`config.mk`:
```
export PLATFORM = sky130hd
export DESIGN_NAME = decode_stage
export DESIGN_NICKNAME = d
export VERILOG_FILES = /design/src/rtl/decode_pkg.sv /design/src/rtl/decode_rf.sv /design/src/rtl/decode_stage.sv
export SDC_FILE = /design/constraint.sdc
export NUM_CORES = 2
export LEC_CHECK = 0
export CAP_MARGIN = 25
export CORE_ASPECT_RATIO = 0.7
export CORE_UTILIZATION = 61
export CTS_CLUSTER_SIZE = 8
export DETAILED_ROUTE_END_ITERATION = 10
export PLACE_DENSITY = 0.79
export SLEW_MARGIN = 20
export SYNTH_ARGS = -nofsm -noshare
export SYNTH_HDL_FRONTEND = slang
export SYNTH_SLANG_ARGS = --single-unit
export TNS_END_PERCENT = 20
```
`constraint.sdc`:
```
create_clock -name clk -period 3.85 [get_ports clk]
set_input_delay 0.77 -clock clk [delete_from_list [all_inputs] [get_ports clk]]
set_output_delay 0.77 -clock clk [all_outputs]
set_load 0.02 [all_outputs]
```
`src/rtl/decode_pkg.sv`:
```
// Shared decode constants: opcodes, itype bit positions, immediate formats.
// Used by decode_stage and decode_rf.
package decode_pkg;

  localparam logic [6:0] OP_R     = 7'b0110011;
  localparam logic [6:0] OP_IMM   = 7'b0010011;
  localparam logic [6:0] OP_LOAD  = 7'b0000011;
  localparam logic [6:0] OP_JALR  = 7'b1100111;
  localparam logic [6:0] OP_STORE = 7'b0100011;
  localparam logic [6:0] OP_LUI   = 7'b0110111;
  localparam logic [6:0] OP_AUIPC = 7'b0010111;

  localparam int ITYPE_R   = 0;
  localparam int ITYPE_I   = 1;
  localparam int ITYPE_S   = 2;
  localparam int ITYPE_U   = 3;
  localparam int ITYPE_ILL = 4;
  localparam int ITYPE_W   = 5;

  typedef enum logic [2:0] {
    FMT_R,
    FMT_I,
    FMT_S,
    FMT_U,
    FMT_ILL
  } imm_fmt_e;

  function automatic imm_fmt_e classify(input logic [6:0] op);
    case (op)
      OP_R:                     return FMT_R;
      OP_IMM, OP_LOAD, OP_JALR: return FMT_I;
      OP_STORE:                 return FMT_S;
      OP_LUI, OP_AUIPC:         return FMT_U;
      default:                  return FMT_ILL;
    endcase
  endfunction

  function automatic logic [31:0] imm32(input imm_fmt_e fmt, input logic [31:0] ir);
    case (fmt)
      FMT_I:   return {{20{ir[31]}}, ir[31:20]};
      FMT_S:   return {{20{ir[31]}}, ir[31:25], ir[11:7]};
      FMT_U:   return {ir[31:12], 12'b0};
      default: return 32'b0;
    endcase
  endfunction

endpackage

```
`src/rtl/decode_rf.sv`:
```
// Register file for the decode stage: two async read ports, one sync write port.
// Index 0 always reads zero and ignores writes.
module decode_rf
  import decode_pkg::*;
#(
  parameter int XLEN  = 32,
  parameter int NREGS = 32,
  parameter int AW    = 5
) (
  input  logic            clk,
  input  logic            reset,
  input  logic [AW-1:0]   rd1_addr_i,
  output logic [XLEN-1:0] rd1_data_o,
  input  logic [AW-1:0]   rd2_addr_i,
  output logic [XLEN-1:0] rd2_data_o,
  input  logic            we_i,
  input  logic [AW-1:0]   wa_i,
  input  logic [XLEN-1:0] wd_i
);

  logic [XLEN-1:0] r_regs [NREGS];

  always_ff @(posedge clk or negedge reset) begin
    if (!reset) begin
      for (int i = 0; i < NREGS; i++) r_regs[i] <= '0;
    end else if (we_i && (wa_i != '0)) begin
      r_regs[wa_i] <= wd_i;
    end
  end

  assign rd1_data_o = (rd1_addr_i == '0) ? '0 : r_regs[rd1_addr_i];
  assign rd2_data_o = (rd2_addr_i == '0) ? '0 : r_regs[rd2_addr_i];

endmodule

```
`src/rtl/decode_stage.sv`:
```
// Single-cycle instruction decode with registered output and valid/ready flow control.
// Optional macro DECODE_BYPASS_EN forwards a same-cycle writeback into the operands.
module decode_stage
  import decode_pkg::*;
#(
  parameter int XLEN  = 32,
  parameter int NREGS = 32,
  parameter int AW    = (NREGS > 1) ? $clog2(NREGS) : 1
) (
  input  logic            clk,
  input  logic            reset,
  input  logic [31:0]     ir_i,
  input  logic            ir_valid_i,
  output logic            ir_ready_o,
  input  logic            wb_en_i,
  input  logic [AW-1:0]   wb_addr_i,
  input  logic [XLEN-1:0] wb_data_i,
  output logic [XLEN-1:0] ra_o,
  output logic [XLEN-1:0] rb_o,
  output logic [XLEN-1:0] imm_o,
  output logic [4:0]      rd_o,
  output logic [2:0]      func3_o,
  output logic [6:0]      func7_o,
  output logic [4:0]      itype_o,
  output logic            valid_o,
  input  logic            ready_i
);

  imm_fmt_e          w_fmt;
  logic [AW-1:0]     w_rs1;
  logic [AW-1:0]     w_rs2;
  logic [XLEN-1:0]   w_rf_rd1;
  logic [XLEN-1:0]   w_rf_rd2;
  logic [XLEN-1:0]   w_rs1_val;
  logic [XLEN-1:0]   w_rs2_val;
  logic [31:0]       w_imm32;
  logic [XLEN-1:0]   w_imm;
  logic [ITYPE_W-1:0] w_itype;
  logic              w_use_rs1;
  logic              w_use_rs2;
  logic              w_accept;

  assign w_fmt   = classify(ir_i[6:0]);
  assign w_rs1   = ir_i[15 +: AW];
  assign w_rs2   = ir_i[20 +: AW];
  assign w_imm32 = imm32(w_fmt, ir_i);

  decode_rf #(
    .XLEN  (XLEN),
    .NREGS (NREGS),
    .AW    (AW)
  ) u_rf (
    .clk        (clk),
    .reset      (reset),
    .rd1_addr_i (w_rs1),
    .rd1_data_o (w_rf_rd1),
    .rd2_addr_i (w_rs2),
    .rd2_data_o (w_rf_rd2),
    .we_i       (wb_en_i),
    .wa_i       (wb_addr_i),
    .wd_i       (wb_data_i)
  );

`ifdef DECODE_BYPASS_EN
  assign w_rs1_val = (wb_en_i && (wb_addr_i == w_rs1) && (w_rs1 != '0)) ? wb_data_i : w_rf_rd1;
  assign w_rs2_val = (wb_en_i && (wb_addr_i == w_rs2) && (w_rs2 != '0)) ? wb_data_i : w_rf_rd2;
`else
  assign w_rs1_val = w_rf_rd1;
  assign w_rs2_val = w_rf_rd2;
`endif

  generate
    if (XLEN > 32) begin : g_imm_ext
      assign w_imm = {{(XLEN-32){w_imm32[31]}}, w_imm32};
    end else if (XLEN == 32) begin : g_imm_eq
      assign w_imm = w_imm32;
    end else begin : g_imm_trunc
      assign w_imm = w_imm32[XLEN-1:0];
    end
  endgenerate

  always_comb begin
    w_itype = '0;
    case (w_fmt)
      FMT_R:   w_itype[ITYPE_R]   = 1'b1;
      FMT_I:   w_itype[ITYPE_I]   = 1'b1;
      FMT_S:   w_itype[ITYPE_S]   = 1'b1;
      FMT_U:   w_itype[ITYPE_U]   = 1'b1;
      default: w_itype[ITYPE_ILL] = 1'b1;
    endcase
  end

  assign w_use_rs1  = (w_fmt == FMT_R) || (w_fmt == FMT_I) || (w_fmt == FMT_S);
  assign w_use_rs2  = (w_fmt == FMT_R) || (w_fmt == FMT_S);
  assign ir_ready_o = !valid_o || ready_i;
  assign w_accept   = ir_valid_i && ir_ready_o;

  // Output register holds its contents while stalled; only valid_o drops on drain.
  always_ff @(posedge clk or negedge reset) begin
    if (!reset) begin
      valid_o <= 1'b0;
      ra_o    <= '0;
      rb_o    <= '0;
      imm_o   <= '0;
      rd_o    <= '0;
      func3_o <= '0;
      func7_o <= '0;
      itype_o <= '0;
    end else if (w_accept) begin
      valid_o <= 1'b1;
      ra_o    <= w_use_rs1 ? w_rs1_val : '0;
      rb_o    <= w_use_rs2 ? w_rs2_val : '0;
      imm_o   <= w_imm;
      rd_o    <= ir_i[11:7];
      func3_o <= ir_i[14:12];
      func7_o <= ir_i[31:25];
      itype_o <= w_itype;
    end else if (ready_i) begin
      valid_o <= 1'b0;
    end
  end

endmodule

```
==> qor.csv <==
stage,metric,value,unit
cts,cts_max_path_buffers,3,
worst_setup_path,critPathKind,reg -> out,
die,ioPinCount,192,
cts,clk_pin_slew,0.05,ns
grt,grt_pass1_wl,274200,um
grt,grt_max_degree,108,
die,rows,94,
cts,htreeDepth,4,
sta,slew_headroom,27.17,%
run_status,status,completed,
worst_setup_path,crit_chain,clkdlybuf4s50_1,
placement,hpwl,107900,um
worst_setup_path,critPathCaptureType,output port,
drt,detail_route.iter0.violations,5262,
pwr,design_power_total,34.61,mW
final_layout,fillers,6111,
final_layout,nets,4188,
drt,wire_per_inst,34.61,um
cts,cts_buffers,160,
sta,finalCriticalPeriod,3.028,ns
sta,setup_violations,0,
drt,viasPerCell,7.472,
worst_setup_path,cpPeakStageDelay,0.76,ns
synth,synth_edf_count,0,
cts,clock_latency,0.77,ns
worst_setup_path,cp_slowest_cell,dfrtp_1,
final_layout,layout-drive-gt1-share,45.71,%
synth,synth_nets,4079,
cts,cts_sinks,1141,
die,initial_core_util,61.94,%
placement,gp_congestion,0.8464,
worst_setup_path,path_max_fanout,3,
worst_setup_path,critPathRequiredTime,3.08,ns
drt,final_antenna_net_count,0,
cts,postCtsSetupRepairBufs,0,
final_layout,layout_common_cells,"dfrtp_1, mux2_2, mux4_2",
final_layout,post_layout_nonfiller_instances,5385,
synth,synth_cell_types,51,
synth,synth_area,0.05849,mm^2
synth,yosys_warnings,0,
worst_setup_path,crit_family,flip-flops,
sta,tns,0,ns
sta,worst_pin_slew,1.089,ns
sta,hold_viol_final,0,
worst_setup_path,cp_num_buf_inv,1,
worst_setup_path,arrival,2.26,ns
pwr,p_leak,29.03,nW
die,fp.dieArea,0.09716,mm^2
cts,tritoncts,done,
grt,antenna_found_initial,6,
cts,clockRootBuffer,clkbuf_16,
die,dieWidth,372.1,um
placement,dpl-instance-area,0.06241,mm^2
sta,finClkSkew,0.02198,ns
synth,syn_inst,4005,
synth,ys_ff_latch,1141,
placement,dpl.cell_count,5188,
drt,dr_total_vias,40237,
sta,rsz0062_at_grt,false,
min_path,min_path_type,reg -> reg,
drt,finalWirelength,186400,um
sta,timing.fmax,0.3303,GHz
synth,synth_ff_type,dfrtp_1,
synth,synth.avg_cell_area,14.61,um^2
sta,slew_violations,0,
run,drv_cap,0,
die,core,0.09444,mm^2
pwr,peakVddDrop,0.3634,mV
die,dieHeight,261.1,um
grt,overflow,0,
grt,track_usage,38.98,%
synth,async_reset_ff_share,100.0,%
final_layout,fin_area,0.06680,mm^2
synth,seq_area_frac_synth,48.81,%
drt,drc,0,
pwr,p_per_area,518.2,mW/mm^2
final_layout,synthToLayoutAreaGrowth,14.20,%
final_layout,final_common_cell,dfrtp_1,
worst_setup_path,crit_path_start_kind,flip-flop,
placement,portBuffers,191,
grt,grt_pass1_vias,40488,
drt,firstDrtPassIters,6,
sta,post-route-period-util,78.65,%
final_layout,finish.utilization,70.73,%
## layout make-up
type	instances	area [um^2]	share of cell area, %
clock buffers	164	4104	6.143
diodes	9	22.52	0.03371
clock inverters	12	150.1	0.2248
flip-flops and latches	1141	28550	42.74
repair buffers	388	4279	6.406
well taps	1248	1562	2.338
inverters	4	15.01	0.02248
multi-input cells	2419	28120	42.09
## flip-flops by register name (all words and copies together) (netlist names)
name         flops
rb_o            32
func3_o          3
func7_o          7
imm_o           32
rd_o             5
itype_o          5
ra_o            32
u_rf.r_regs   1024
valid_o          1
## worst register-to-register path, stage by stage (launching register included)
cell and delay (ns):
dfrtp_1 0.39, nor2b_2 0.19, nor2_2 0.39, nand3_2 0.48
buf_12 0.34, a21oi_1 0.35, or3_1 0.17
## synthesized netlist by cell type, types with 23 or more instances
library cell | n | area share, %
mux2_1 | 37 | 0.71
a22oi_1 | 134 | 1.7
buf_1 | 55 | 0.35
mux2_2 | 969 | 19
nand3_1 | 42 | 0.36
o211ai_1 | 23 | 0.30
mux2i_1 | 126 | 2.2
nand2_1 | 200 | 1.3
o21ai_0 | 39 | 0.33
buf_2 | 110 | 0.94
clkbuf_1 | 232 | 1.5
o22ai_1 | 32 | 0.34
and3_1 | 32 | 0.34
a211oi_1 | 46 | 0.59
nor2_1 | 49 | 0.31
mux4_2 | 470 | 18
a21oi_1 | 52 | 0.44
dfrtp_1 | 1141 | 49
buf_4 | 29 | 0.37
## path summary, 6_finish.rpt
| path | to | slack [ns] | cells after the start | start |
|---|---|---|---|---|
| worst max register to register | rb_o[27] | 1.48 | 6 | valid_o |
| max in group asynchronous | u_rf.r_regs[233] | 2.08 | 4 | reset |
| worst min-delay path | u_rf.r_regs[998] | 0.39 | 0 | u_rf.r_regs[998] |
| min in group asynchronous | u_rf.r_regs[579] | 0.57 | 2 | reset |
| worst min register to register | u_rf.r_regs[998] | 0.39 | 0 | u_rf.r_regs[998] |
| worst max-delay path | rb_o[24] | 0.82 | 1 | rb_o[24] |
## cells by family after synthesis
group | after synthesis | share of synthesized area, %
muxes | 1602 | 39.62
DFF | 1141 | 48.81
buffers and inverters | 445 | 3.470
and+or+nand+nor | 423 | 3.437
AOI/OAI and AO/OA | 394 | 4.661
## where the power goes
group	internal (mW)	switching (mW)	total, mW
clock network	7.46	5.11	12.6
registers	14.1	1.64	15.7
logic	3.79	2.51	6.30
total	25.4	9.26	34.6
## per-stage QoR
step / hold slack (ns) / setup WS [ns]
2_1_floorplan: 0.4413 / 1.347
3_3_place_gp: 0.3814 / 0.3580
3_5_place_dp: 0.3842 / 0.3617
4_1_cts: 0.3960 / 0.9126
5_1_grt: 0.4067 / 0.8809
6_report: 0.3950 / 0.8222
## per-layer routing
layer	GRT usage, %	share of wire, %	vias up
met1	56.10	40	21370
met2	53.94	43	2880
met4	14.82	3.5	2
met3	14.86	14	484
met5	0	0.0070	-
li1	-	-	15501
## what timing repair did
action,4_1_cts,5_1_grt
gates resized for setup,0,0
hold endpoints to repair,11,0
hold buffers,1,0
Power figures use the tool's default switching activity.
